### config.mk
export PLATFORM = sky130hd
export DESIGN_NAME = shift_chain_ctrl_flat
export DESIGN_NICKNAME = d
export VERILOG_FILES = /design/src/rtl/shift_chain_pkg.sv /design/src/rtl/shift_chain_if.sv /design/src/rtl/shift_chain_core.sv /design/src/rtl/shift_chain_ctrl.sv /design/src/flat_wrapper.sv
export SDC_FILE = /design/constraint.sdc
export NUM_CORES = 1
export LEC_CHECK = 0
export CELL_PAD_IN_SITES_DETAIL_PLACEMENT = 0
export CELL_PAD_IN_SITES_GLOBAL_PLACEMENT = 1
export CORE_AREA = 2 2 40 42
export CTS_CLUSTER_DIAMETER = 100
export CTS_CLUSTER_SIZE = 40
export DETAILED_ROUTE_END_ITERATION = 16
export DIE_AREA = 0 0 42 44
export DONT_BUFFER_PORTS = 1
export GPL_TIMING_DRIVEN = 1
export PLACE_DENSITY = 0.77
export SYNTH_ARGS = -nofsm -noshare
export SYNTH_HDL_FRONTEND = slang
export SYNTH_HIERARCHICAL = 1
export SYNTH_SLANG_ARGS = --single-unit
### constraint.sdc
create_clock -name clk -period 2.7 [get_ports clk]
set_input_delay 0.405 -clock clk [delete_from_list [all_inputs] [get_ports clk]]
set_output_delay 0.405 -clock clk [all_outputs]
set_load 0.01 [all_outputs]
### src/rtl/shift_chain_pkg.sv
// shift_chain_pkg: shared state encoding and widths for the shift chain sequencer
package shift_chain_pkg;
  typedef enum logic [1:0] {IDLE = 2'd0, FILL = 2'd1, RUN = 2'd2, DRAIN = 2'd3} state_t;
  localparam int OUT_CNT_W = 16;
endpackage

### src/rtl/shift_chain_if.sv
// shift_chain_if: source/sink handshake bundle for shift_chain_ctrl (out_cnt present when OUT_CNT_EN is defined)
interface shift_chain_if import shift_chain_pkg::*; #(parameter int DEPTH = 3);
  localparam int OCC_W = $clog2(DEPTH + 1);
  logic in_valid;
  logic in_bit;
  logic in_ready;
  logic flush;
  logic out_valid;
  logic out_bit;
  logic out_ready;
  logic [DEPTH-1:0] stage_q;
  logic [OCC_W-1:0] occupancy;
  logic busy;
`ifdef OUT_CNT_EN
  logic [OUT_CNT_W-1:0] out_cnt;
  modport master (output in_valid, in_bit, flush, out_ready,
                  input in_ready, out_valid, out_bit, stage_q, occupancy, busy, out_cnt);
  modport slave (input in_valid, in_bit, flush, out_ready,
                 output in_ready, out_valid, out_bit, stage_q, occupancy, busy, out_cnt);
`else
  modport master (output in_valid, in_bit, flush, out_ready,
                  input in_ready, out_valid, out_bit, stage_q, occupancy, busy);
  modport slave (input in_valid, in_bit, flush, out_ready,
                 output in_ready, out_valid, out_bit, stage_q, occupancy, busy);
`endif
endinterface

### src/rtl/shift_chain_core.sv
// shift_chain_core: DEPTH-stage data+valid register chain that shifts toward the tail on adv
module shift_chain_core #(parameter int DEPTH = 3) (
  input  logic             clk,
  input  logic             rst,
  input  logic             adv,
  input  logic             head_bit,
  input  logic             head_vld,
  output logic [DEPTH-1:0] data,
  output logic [DEPTH-1:0] vld
);
  // shift every stage one place tailward on advance, otherwise hold
  always_ff @(posedge clk) begin
    if (!rst) begin
      data <= '0;
      vld  <= '0;
    end else if (adv) begin
      data <= {data[DEPTH-2:0], head_bit};
      vld  <= {vld[DEPTH-2:0], head_vld};
    end
  end
endmodule

### src/rtl/shift_chain_ctrl.sv
// shift_chain_ctrl: valid/ready sequencer around a bit shift chain with flush drain (out_cnt when OUT_CNT_EN is defined)
module shift_chain_ctrl import shift_chain_pkg::*; #(parameter int DEPTH = 3) (
  input  logic clk,
  input  logic rst,
  shift_chain_if.slave bus
);
  localparam int OCC_W = $clog2(DEPTH + 1);
  state_t state, nxt;
  logic [DEPTH-1:0] data, vld;
  logic [OCC_W-1:0] occ, occ_nxt;
  logic draining, stall, adv, acc;
  assign draining = state == DRAIN;
  assign stall = vld[DEPTH-1] & ~bus.out_ready;
  assign adv = ~stall & (bus.in_valid | draining);
  assign bus.in_ready = rst & ~stall & ~draining;
  assign acc = bus.in_valid & bus.in_ready;
  assign bus.out_valid = vld[DEPTH-1] & (bus.in_valid | draining);
  assign bus.out_bit = data[DEPTH-1];
  assign bus.stage_q = data;
  assign bus.occupancy = occ;
  assign bus.busy = state != IDLE;
  assign occ_nxt = adv ? occ + OCC_W'(!draining) - OCC_W'(vld[DEPTH-1]) : occ;
  shift_chain_core #(.DEPTH(DEPTH)) u_core (
    .clk(clk), .rst(rst), .adv(adv),
    .head_bit(bus.in_bit & ~draining), .head_vld(~draining),
    .data(data), .vld(vld)
  );
  // state and occupancy registers
  always_ff @(posedge clk) begin
    if (!rst) begin
      state <= IDLE;
      occ   <= '0;
    end else begin
      state <= nxt;
      occ   <= occ_nxt;
    end
  end
  // an accepted bit coinciding with flush still enters and is drained with the rest
  always_comb begin
    nxt = state;
    case (state)
      IDLE:    nxt = acc ? (bus.flush ? DRAIN : FILL) : IDLE;
      FILL:    nxt = bus.flush ? DRAIN : (occ_nxt == OCC_W'(DEPTH) ? RUN : FILL);
      RUN:     nxt = bus.flush ? DRAIN : (occ_nxt < OCC_W'(DEPTH) ? FILL : RUN);
      default: nxt = occ_nxt == '0 ? IDLE : DRAIN;
    endcase
  end
`ifdef OUT_CNT_EN
  logic [OUT_CNT_W-1:0] cnt;
  // free-running count of completed output transfers, only reset clears it
  always_ff @(posedge clk) begin
    if (!rst) cnt <= '0;
    else if (bus.out_valid & bus.out_ready) cnt <= cnt + 1'b1;
  end
  assign bus.out_cnt = cnt;
`endif
endmodule

### src/flat_wrapper.sv
// flat-port wrapper written by rule: the top's interface ports become plain ports
module shift_chain_ctrl_flat import shift_chain_pkg::*;
#(parameter int DEPTH = 3)
  (clk, rst, bus_in_valid, bus_in_bit, bus_flush, bus_out_ready, bus_in_ready, bus_out_valid, bus_out_bit, bus_stage_q, bus_occupancy, bus_busy);
  shift_chain_if #(.DEPTH(DEPTH)) bus_i ();
  input  logic clk;
  input  logic rst;
  input wire logic [$bits(bus_i.in_valid)-1:0] bus_in_valid;
  input wire logic [$bits(bus_i.in_bit)-1:0] bus_in_bit;
  input wire logic [$bits(bus_i.flush)-1:0] bus_flush;
  input wire logic [$bits(bus_i.out_ready)-1:0] bus_out_ready;
  output wire logic [$bits(bus_i.in_ready)-1:0] bus_in_ready;
  output wire logic [$bits(bus_i.out_valid)-1:0] bus_out_valid;
  output wire logic [$bits(bus_i.out_bit)-1:0] bus_out_bit;
  output wire logic [$bits(bus_i.stage_q)-1:0] bus_stage_q;
  output wire logic [$bits(bus_i.occupancy)-1:0] bus_occupancy;
  output wire logic [$bits(bus_i.busy)-1:0] bus_busy;
  assign bus_i.in_valid = bus_in_valid;
  assign bus_i.in_bit = bus_in_bit;
  assign bus_i.flush = bus_flush;
  assign bus_i.out_ready = bus_out_ready;
  assign bus_in_ready = bus_i.in_ready;
  assign bus_out_valid = bus_i.out_valid;
  assign bus_out_bit = bus_i.out_bit;
  assign bus_stage_q = bus_i.stage_q;
  assign bus_occupancy = bus_i.occupancy;
  assign bus_busy = bus_i.busy;
  shift_chain_ctrl #(.DEPTH(DEPTH)) u_core (.clk(clk), .rst(rst), .bus(bus_i));
endmodule
-- Yosys cells after proc, flatten, opt, wreduce, memory -nomap -nowiden
Cells that the tools add are included.
- input port bits: 6
- output and inout port bits: 9
- bits in registers: 10
- reductions and logical operators: 4
- magnitude comparators: 1
- equality and inequality tests: 4
- add/sub/neg operators: 2
- bitwise operators: 11
- muxes and demuxes: 9
- operator list (cell ; number):
    2-to-1 mux 2 bit ; 8
    AND 1 bit ; 7
    equality test 2 bit (second input constant) ; 3
    case mux 2 bit (3 select lines) ; 1
    zero test 2 bit ; 2
    NOT 1 bit ; 3
    adder 2 x 1 -> 2 bit ; 1
    equality test 2 x 1 -> 1 bit (second input constant) ; 1
    < comparator 2 bit (second input constant) ; 1
    nonzero test 2 bit ; 1
    subtractor 2 x 1 -> 2 bit ; 1
    zero test 1 bit ; 1
    bitwise OR 1 bit ; 1

-- Logic depth before layout (Yosys ltp)
Gate-level depths: netlist of the first run.
- depth after elaboration: 9
- depth in mapped cells: 9
- mapped depth without buffers: 9

-- Modules after synthesis
Netlist of the first run, hierarchy kept.
- by module, submodules not included (module ; seq. area each (um^2) ; times used ; cells an instance ; area an instance (um^2)):
    shift_chain_ctrl ; 80.1 ; 1 ; 39 ; 336.6
    shift_chain_core ; 120.1 ; 1 ; 19 ; 229.0

-- Worst setup path after synthesis of the first run
OpenSTA, ideal clock, no wires.
- path type: register -> register
- from: register u_core.state[0]
- to: register u_core.state[0]
- data arrival time: 1.823 ns
- period minus slack after synthesis: 1.902 ns
- cell stages (with the launch flop): 10
- required time: 2.621 ns
- path slack: 0.798 ns
- buffers on the path: 0
- cell sequence: dfxtp_1 > nand2_1 > inv_1 > ha_1 > inv_1 > ha_1 > xnor3_1 > a311oi_2 > nor2_1 > a211oi_2
- cells in the longest elaborated chain, start to end: 9
- elaborated cells between the ends (all ways): 23
- those cells by class: add/sub (2); order compare (1); eq/ne (4); mux (8); bitwise (5); reduce/logical (3)
- ends and longest elaborated chain (element ; RTL line ; RTL):
    start, declared ; shift_chain_ctrl.sv:8 ; state_t state, nxt;
    start signal, assigned ; shift_chain_ctrl.sv:34 ; state <= nxt;
    equality test 2 bit ; shift_chain_ctrl.sv:12 ; assign draining = state == DRAIN;
    zero test 1 bit ; shift_chain_ctrl.sv:22 ; assign occ_nxt = adv ? occ + OCC_W'(!draining) - OCC_W'(vld[DEPTH-1]) : occ;
    adder 2 x 1 -> 2 bit ; shift_chain_ctrl.sv:22 ;
    subtractor 2 x 1 -> 2 bit ; shift_chain_ctrl.sv:22 ;
    2-to-1 mux 2 bit ; shift_chain_ctrl.sv:22 ;
    < comparator 2 bit / equality test 2 bit (equally long branches) ; shift_chain_ctrl.sv:44, shift_chain_ctrl.sv:43 ;
    2-to-1 mux 2 bit (on tied branches) (2 in a row) ; shift_chain_ctrl.sv:44, shift_chain_ctrl.sv:43 ;
    case mux 2 bit (3 select lines) (*) ; shift_chain_ctrl.sv:41 ; case (state)
Every way passes the cells marked *; elsewhere a longest branch is shown, timed or not.
A chain may end at the register's enable or synchronous reset.

-- Worst setup path in the final report of the first run
Same ends and word-level chain as after synthesis.

==> impl_metrics.env, run 1 <==
export IMPL_status="finished, final reports clean"
export IMPL_finalNonFillerCells=76
export IMPL_seq_area_frac_synth=0.354
export IMPL_hold_violations=0
export IMPL_cp_data_required_time_ns=2.87
export IMPL_die_area_sq_um=1850
export IMPL_dp_slack_ns=0.590
export IMPL_synth_area_leader_cell="dfxtp_1"
export IMPL_final_util=0.425
export IMPL_p_total_mw=0.391
export IMPL_postSynth_asyncResetShare=0
export IMPL_setup_tns_ns=0
export IMPL_ys_types=25
export IMPL_p_leak_nw=0.263
export IMPL_synthTopCellsByArea="dfxtp_1 (35%), mux2i_1 (11%), nor2b_1 (8.8%)"
export IMPL_drc=0
export IMPL_power_per_cell_area_nw_per_um2=648
export IMPL_synthFlopType="dfxtp_1"
export IMPL_clockBufferDepth=2
export IMPL_io_buffer_count=0
export IMPL_first_pass_iters=4
export IMPL_coreArea_sq_um=1420
export IMPL_synth_top_area_share=0.354
export IMPL_holdBufCountCts=0
export IMPL_placedCellCount=72
export IMPL_antenna_found_initial=0
export IMPL_ir_worst_vdd_mv=0.309
export IMPL_worst_r2r_cell_count=9
export IMPL_multiInputGateArea_sq_um=332
export IMPL_post_drt_wl_per_cell_um=13.1
export IMPL_syn_area_sq_um=566
export IMPL_setup_viol=0
export IMPL_area_delta_synth_final_pct=6.64
export IMPL_cts_resized=0
export IMPL_gp_congestion=0.769
export IMPL_grt_pass1_wl_um=1730
export IMPL_synth_seq_cells=10
export IMPL_clk_latency_ns=0.26
export IMPL_synth_cells=58
export IMPL_grt_overflow=0
export IMPL_ff_latch_area_sq_um=200
export IMPL_crit_fanout=6
export IMPL_avgViaCountPerCell=5.39
export IMPL_hold_path_class="in -> reg"
export IMPL_numCtsBuffers=3
export IMPL_slew_viol_final=0
export IMPL_vias=410
export IMPL_worstPathArrival_ns=2.29
export IMPL_layout_drive_gt1_share=0.150
export IMPL_postRouteAntennaNets=0
export IMPL_end_kind="flop"
export IMPL_slew_headroom=0.532
export IMPL_grt_total_usage=0.127
export IMPL_whs_path_depth=1
export IMPL_placedInstanceArea_sq_um=567
export IMPL_clk_pin_slew_worst_paths_ns=0.07
export IMPL_grt_pass1_vias=387
export IMPL_start_kind="flop"
export IMPL_fin_nets=69
export IMPL_wirelength_um=998
export IMPL_cts_tree="yes"
export IMPL_finalCritPeriodShare=0.784
export IMPL_syn_area_per_cell_sq_um=9.75
export IMPL_postCtsSetupBuffers=0
export IMPL_drv_cap=0
export IMPL_post_dp_hpwl_um=771
export IMPL_clockRootBuffer="clkbuf_4"
export IMPL_die_h_um=44
export IMPL_num_rows=14
export IMPL_rsz0062_at_grt="no"
export IMPL_postLayoutCellArea_sq_um=603
export IMPL_grt_max_degree=9
export IMPL_synth_most_common_cell="dfxtp_1"
export IMPL_io_pins=15
export IMPL_whs_ns=0.266
export IMPL_floorplan_initialDensity=0.399
export IMPL_drtIter0Drc=9
export IMPL_syn_nets=66
export IMPL_min_period_ns=2.12
export IMPL_synth_cells_most_frequent="dfxtp_1 (10), nor2b_1 (8), mux2i_1 (6), inv_1 (4)"
export IMPL_path_class="reg -> reg"
export IMPL_fmax_ghz=0.472
export IMPL_htree_levels=1
export IMPL_fillers=142
export IMPL_diodes=0
export IMPL_die_w_um=42
export IMPL_cts_sinks=10
export IMPL_worst_pin_slew_ns=0.700
export IMPL_synth_edf_count=0
export IMPL_ys_warn_count=6
export IMPL_finalClockSkew_ns=0.0111
export IMPL_timing_final_ws_setup_ns=0.583
-- logic make-up (layout without fill, tap and decap cells) --
logic type,Yosys count,count (layout),share of synthesized area
simple gates,21,21,0.206
xor+xnor,3,3,0.0708
fa+ha+maj,2,2,0.0442
compound gates,10,10,0.159
flops,10,10,0.354
buf+inv,6,8,0.0597
mux,6,6,0.106
-- worst max-delay path, cell delays in order, from the launching register on --
cell      delay (ns)
dfxtp_1         0.32
nand2_1         0.18
inv_1           0.09
ha_1            0.27
inv_1           0.06
ha_1            0.18
xnor3_1         0.27
a311oi_2        0.37
nor2_1          0.09
a211oi_2        0.22
-- path summary, 6_finish.rpt --
check	from	endpoint	slack [ns]
worst max-delay path	u_core/state[0]	u_core/state[0]	0.58
worst min-delay path	rst	u_core/u_core/data[1]	0.27
worst max register to register	u_core/state[0]	u_core/state[0]	0.58
worst min register to register	u_core/u_core/vld[0]	u_core/u_core/vld[1]	0.52
-- cell usage in the layout, fill, tap and decap left out, drive strengths merged, types with 2 or more instances in the layout --
cell type	instances
xnor2	2
nor2	3
nand2	3
inv	4
a21oi	3
nor3	2
ha	2
nor2b	8
dfxtp	10
clkbuf	4
mux2i	6
-- sequential cells by signal (all words and copies together), names as in the netlist --
register,cells
u_core/u_core/vld,3
u_core/bus.occupancy,2
u_core/u_core/data,3
u_core/state,2
-- routing by layer --
metal | GRT usage | vias to the layer above | routed length (um)
met4 | 0.0194 | 0 | 0
met2 | 0.200 | 12 | 460
met5 | 0 | - | 0
li1 | - | 208 | -
met1 | 0.155 | 190 | 474
met3 | 0.0708 | 0 | 63
-- area by class of cell --
type | count | share of cell area
clock buffer | 4 | 0.0602
multi-input combinational | 42 | 0.550
tap | 16 | 0.0332
inverter | 4 | 0.0249
sequential | 10 | 0.332
-- power by group --
part	switching, mW	internal (mW)	leakage, nW
registers	0.0166	0.162	0.0823
clock network	0.0491	0.0817	0.0210
logic	0.0431	0.0386	0.159
total	0.109	0.282	0.263
(Power assumes the default switching activity.)
==> run 2: changes to the inputs <==
==> constraint.sdc (replaced) <==
create_clock -name clk -period 2 [get_ports clk]
set_input_delay 0.3 -clock clk [delete_from_list [all_inputs] [get_ports clk]]
set_output_delay 0.3 -clock clk [all_outputs]
set_load 0.01 [all_outputs]
==> run 2 against run 1 <==
Compared with the run above: die area stayed put; critical path depth stayed put; worst setup slack worse by 0.48 ns; combinational power is 53% higher; flip-flop and latch count stayed put; sequential power is 37% higher; count of clock-buffer cells in the layout stayed put; first-iteration DRC count is 11% lower; via count is 0.24% lower; maximum frequency is 12% higher; highest routed layer unchanged; final area is 5.0% higher; largest cell class unchanged.
==> impl_metrics.env, run 2 (synthesis gave the netlist of run 1 again) <==
export IMPL_postCtsSetupBuffers=0
export IMPL_min_period_ns=1.90
export IMPL_io_pins=15
export IMPL_p_int_mw=0.392
export IMPL_top_regs="u_core/u_core/data (3), u_core/u_core/vld (3)"
export IMPL_grt_max_degree=9
export IMPL_layout_drive_gt1_share=0.226
export IMPL_p_sw_mw=0.154
export IMPL_drtIter0Drc=8
export IMPL_grt_pass1_vias=401
export IMPL_combPwrFrac=0.229
export IMPL_final_cell_mix="nor2b_1 (8), dfxtp_1 (8), mux2i_1 (6)"
export IMPL_clk_latency_ns=0.26
export IMPL_multiInputGateArea_sq_um=344
export IMPL_cts_tree="yes"
export IMPL_grt_pass1_wl_um=1740
export IMPL_gp_congestion=0.781
export IMPL_path_class="reg -> reg"
export IMPL_ir_worst_vdd_mv=0.325
export IMPL_status="finished, final reports clean"
export IMPL_grt_total_usage=0.126
export IMPL_clk_pin_slew_worst_paths_ns=0.06
export IMPL_postRouteAntennaNets=0
export IMPL_path_delay_family="compound AO/OA/AOI/OAI gates"
export IMPL_setup_viol=0
export IMPL_drv_cap=0
export IMPL_power_per_cell_area_nw_per_um2=863
export IMPL_critPathMostFrequentCell="inv_1"
export IMPL_diodes=0
export IMPL_io_buffer_count=0
export IMPL_first_pass_iters=2
export IMPL_avgViaCountPerCell=5.24
export IMPL_netSwitchingFraction=0.282
export IMPL_slew_viol_final=0
export IMPL_hold_path_class="in -> reg"
export IMPL_drc=0
export IMPL_cts_sinks=10
export IMPL_coreArea_sq_um=1420
export IMPL_ff_latch_area_sq_um=203
export IMPL_htree_levels=1
export IMPL_power_share_sequential=0.444
export IMPL_p_leak_nw=0.274
export IMPL_wirelength_um=1090
export IMPL_die_h_um=44
export IMPL_cp_data_required_time_ns=2.18
export IMPL_numCtsBuffers=3
export IMPL_post_drt_wl_per_cell_um=14.0
export IMPL_setup_tns_ns=0
export IMPL_slowest_delay_ns=0.32
export IMPL_worstPathArrival_ns=2.08
export IMPL_vias=409
export IMPL_slew_headroom=0.527
export IMPL_area_delta_synth_final_pct=11.9
export IMPL_antenna_found_initial=0
export IMPL_post_dp_hpwl_um=836
export IMPL_die_area_sq_um=1850
export IMPL_finalCritPeriodShare=0.949
export IMPL_cp_slowest_cell="dfxtp_2"
export IMPL_hold_violations=0
export IMPL_num_rows=14
export IMPL_fin_nets=71
export IMPL_start_kind="flop"
export IMPL_fmax_ghz=0.527
export IMPL_crit_fanout=3
export IMPL_fillers=144
export IMPL_p_total_mw=0.546
export IMPL_clockBufferDepth=2
export IMPL_grt_overflow=0
export IMPL_crit_buf_inv=2
export IMPL_r2r_setup_slack_ns=0.10
export IMPL_clockPowerShare=0.327
export IMPL_end_kind="flop"
export IMPL_crit_chain="nand2_1, inv_1, ha_1, inv_1, ha_4, xnor3_1, a311oi_2, nor2_1, a211oi_2"
export IMPL_floorplan_initialDensity=0.399
export IMPL_clockRootBuffer="clkbuf_4"
export IMPL_die_w_um=42
export IMPL_finalClockSkew_ns=0.000489
export IMPL_worst_pin_slew_ns=0.707
## run 2: changes by cell type in the layout (fill, tap and decap cells not counted), sizes merged
cell | previous run | this run
buf | 0 | 2
## run 2: layout make-up
type / count / share of cell area
clock buffer: 4 / 0.0573
inverter: 4 / 0.0237
multi-input combinational: 42 / 0.543
sequential: 10 / 0.320
tap: 16 / 0.0316
timing repair buffer: 2 / 0.0237
## run 2: metal layers
layer | routed length, um | vias up | share of wire | GRT usage
li1 | - | 211 | - | -
met1 | 501 | 190 | 0.46 | 0.138
met2 | 536 | 8 | 0.49 | 0.213
met3 | 51 | 0 | 0.047 | 0.0667
met4 | 0 | 0 | 0 | 0.0387
met5 | 0 | - | 0 | 0
## run 2: worst register-to-register path, stage by stage, from the launching register on
cell and delay [ns]:
dfxtp_2 0.32, nand2_1 0.08, inv_1 0.06, ha_1 0.26
inv_1 0.09, ha_4 0.15, xnor3_1 0.25, a311oi_2 0.30
nor2_1 0.10, a211oi_2 0.21
## run 2: final timing paths
| check | from | cells after the start | endpoint |
|---|---|---|---|
| setup / recovery | u_core/state[0] | 9 | u_core/state[0] |
| hold / removal | rst | 1 | u_core/state[1] |
| setup reg to reg | u_core/state[0] | 9 | u_core/state[0] |
| hold reg to reg | u_core/u_core/vld[0] | 2 | u_core/u_core/vld[0] |
## run 2: metrics by stage
| stage | area (sq um) | util | hold slack [ns] | cells | worst slack (ns) |
|---|---|---|---|---|---|
| 2_1_floorplan | 566 | - | 0.428 | 58 | 0.0980 |
| 3_3_place_gp | 582 | 0.410 | 0.430 | 74 | 0.0781 |
| 3_5_place_dp | 582 | 0.410 | 0.436 | 74 | 0.0491 |
| 4_1_cts | 618 | 0.436 | 0.156 | 78 | 0.0198 |
| 5_1_grt | 633 | 0.446 | 0.149 | 78 | -0.00351 |
| 6_report | 633 | 0.446 | 0.161 | 78 | 0.102 |
## run 2: what timing repair did
action | CTS | global route
hold buffers | 0 | 0
endpoints found under the setup margin | 0 | 1
resized for setup | 0 | 4
## run 2: power by group through the flow
stage	registers [mW]	clock network, mW	logic (mW)
floorplan	0.240	0	0.102
global placement	0.244	0	0.115
detailed placement	0.244	0	0.117
CTS	0.240	0.187	0.118
global route	0.246	0.193	0.139
finish	0.243	0.178	0.125
==> run 3: changes to the inputs <==
--- a/config.mk
+++ b/config.mk
@@ -14,6 +14,7 @@
 export DIE_AREA = 0 0 42 44
 export DONT_BUFFER_PORTS = 1
 export GPL_TIMING_DRIVEN = 1
+export HOLD_SLACK_MARGIN = 0.02
 export PLACE_DENSITY = 0.77
 export SYNTH_ARGS = -nofsm -noshare
 export SYNTH_HDL_FRONTEND = slang
==> constraint.sdc (replaced) <==
create_clock -name clk -period 1.8 [get_ports clk]
set_input_delay 0.27 -clock clk [delete_from_list [all_inputs] [get_ports clk]]
set_output_delay 0.27 -clock clk [all_outputs]
set_load 0.01 [all_outputs]
==> run 3 against run 2 <==
Compared with the run above: the flow now finishes with violations (setup timing); worst setup slack got worse by 0.11 ns; clock skew grew 0.0034 ns; routed wire length grew 7.9%; first-iteration DRC count down 38%; maximum frequency is 4.9% higher; core utilization rose by 8.0 points; sequential power rose by 8%; global-route usage is 1.8 points higher; register-to-register slack worse by 0.11 ns; non-clock buffer count up 9; combinational power rose by 66%; total power increased by 23%; critical endpoint is now u_core/state[1]; highest routed layer is now met4.
==> impl_metrics.env, run 3 (synthesis gave the netlist of run 1 again) <==
export IMPL_clockPowerShare=0.305
export IMPL_path_class="reg -> reg"
export IMPL_holdBufCountCts=0
export IMPL_avgViaCountPerCell=5.13
export IMPL_final_common_cell="buf_4"
export IMPL_finalClockSkew_ns=0.00384
export IMPL_postRouteAntennaNets=0
export IMPL_fillers=139
export IMPL_slowest_delay_ns=0.33
export IMPL_timing_final_ws_setup_ns=-0.00946
export IMPL_violations="setup timing"
export IMPL_fin_nets=80
export IMPL_grt_total_usage=0.144
export IMPL_gp_congestion=0.736
export IMPL_cp_data_required_time_ns=1.96
export IMPL_p_total_mw=0.674
export IMPL_io_pins=15
export IMPL_p_leak_nw=0.318
export IMPL_worstReg2RegStart="u_core/state[0]"
export IMPL_rsz0062_at_grt="yes"
export IMPL_die_area_sq_um=1850
export IMPL_cp_slowest_cell="dfxtp_2"
export IMPL_crit_fanout=3
export IMPL_clockRootBuffer="clkbuf_4"
export IMPL_num_rows=14
export IMPL_whs_path_depth=1
export IMPL_p_int_mw=0.474
export IMPL_setup_viol=1
export IMPL_hold_path_class="in -> reg"
export IMPL_reg2reg_to="u_core/state[1]"
export IMPL_r2r_setup_slack_ns=-0.009
export IMPL_start_kind="flop"
export IMPL_multiInputGateArea_sq_um=390
export IMPL_holdPathEnd="u_core/state[1]"
export IMPL_diodes=0
export IMPL_end_kind="flop"
export IMPL_setup_tns_ns=-0.00946
export IMPL_power_per_cell_area_nw_per_um2=902
export IMPL_die_w_um=42
export IMPL_finalNonFillerCells=87
export IMPL_drtIter0Drc=5
export IMPL_clk_latency_ns=0.27
export IMPL_post_dp_hpwl_um=830
export IMPL_io_buffer_count=0
export IMPL_numCtsBuffers=3
export IMPL_status="finished, violations left"
export IMPL_crit_chain="nand2_2, inv_2, ha_4, inv_2, ha_4, xnor3_2, a311oi_4, buf_4, o31a_2"
export IMPL_grt_pass1_wl_um=1900
export IMPL_ff_latch_area_sq_um=203
export IMPL_slew_headroom=0.566
export IMPL_clockBufferDepth=2
export IMPL_slew_viol_final=0
export IMPL_p_sw_mw=0.199
export IMPL_fmax_ghz=0.553
export IMPL_grt_pass1_vias=448
export IMPL_combPwrFrac=0.307
export IMPL_grt_max_degree=9
export IMPL_placedCellCount=81
export IMPL_top_regs="u_core/u_core/data (3), u_core/u_core/vld (3)"
export IMPL_grt_overflow=0
export IMPL_cts_tree="yes"
export IMPL_min_period_ns=1.81
export IMPL_drv_cap=0
export IMPL_layout_drive_gt1_share=0.451
export IMPL_power_share_sequential=0.389
export IMPL_hold_start="rst"
export IMPL_dp_slack_ns=-0.0612
export IMPL_worst_pin_slew_ns=0.648
export IMPL_worst_r2r_cell_count=9
export IMPL_drc=0
export IMPL_finalCritPeriodShare=1.01
export IMPL_use_met2=0.247
export IMPL_netSwitchingFraction=0.296
export IMPL_clk_pin_slew_worst_paths_ns=0.07
export IMPL_antenna_found_initial=0
export IMPL_coreArea_sq_um=1420
export IMPL_htree_levels=1
export IMPL_postLayoutCellArea_sq_um=747
export IMPL_vias=446
export IMPL_placedInstanceArea_sq_um=637
export IMPL_ir_worst_vdd_mv=0.490
export IMPL_worstPathArrival_ns=1.97
export IMPL_hold_violations=0
export IMPL_die_h_um=44
export IMPL_floorplan_initialDensity=0.399
export IMPL_first_pass_iters=3
export IMPL_post_drt_wl_per_cell_um=13.5
export IMPL_grtUsageMet3=0.0542
export IMPL_wirelength_um=1180
export IMPL_grt_met1_usage=0.154
export IMPL_cts_sinks=10
export IMPL_final_cell_mix="buf_4 (11), nor2b_1 (8), dfxtp_1 (8)"
export IMPL_area_delta_synth_final_pct=32.1
export IMPL_busiest_layer="met2"
run 3: cell type report:
class                           count  area share
Clock buffer                        4      0.0486
Timing Repair Buffer               11       0.111
Multi-Input combinational cell     42       0.523
Sequential cell                    10       0.271
Tap cell                           16      0.0268
Inverter                            4      0.0201
run 3: worst max-delay path by stage:
stage          cells after the start               to            start
6_report                           9  u_core/state[1]  u_core/state[0]
5_1_grt                            9  u_core/state[1]  u_core/state[0]
4_1_cts                            9  u_core/state[0]  u_core/state[1]
3_5_place_dp                       9  u_core/state[0]  u_core/state[0]
3_3_place_gp                       9  u_core/state[0]  u_core/state[0]
2_1_floorplan                      9  u_core/state[0]  u_core/state[0]
run 3: critical path, delay by kind of cell (launching register included):
| family | cells | cell delay, ns |
|---|---|---|
| buf+inv | 3 | 0.25 |
| simple gates | 1 | 0.08 |
| flops | 1 | 0.33 |
| fa+ha+maj | 2 | 0.40 |
| compound gates | 2 | 0.38 |
| xor+xnor | 1 | 0.26 |
run 3: through the flow:
stage	hold WS (ns)	util
after floorplan	0.398	-
after global placement	0.399	0.449
after detailed placement	0.405	0.449
after CTS	0.108	0.510
after global routing	0.104	0.526
final	0.116	0.526
run 3: repair_timing:
item	in CTS	in global routing
endpoints found under the setup margin	2	3
resized for setup	7	6
pin swaps	6	9
buffers inserted	3	0
run 3: power by group through the flow:
stage	clock network [mW]	registers, mW	logic, mW
detailed placement	0	0.263	0.172
finish	0.205	0.262	0.207
CTS	0.214	0.261	0.192
floorplan	0	0.268	0.114
global route	0.222	0.265	0.225
global placement	0	0.262	0.171
run 3: layer usage:
metal	share of wire	up-vias
met2	0.49	11
met1	0.43	204
li1	-	229
met3	0.054	2
met4	0.021	0
met5	0	-
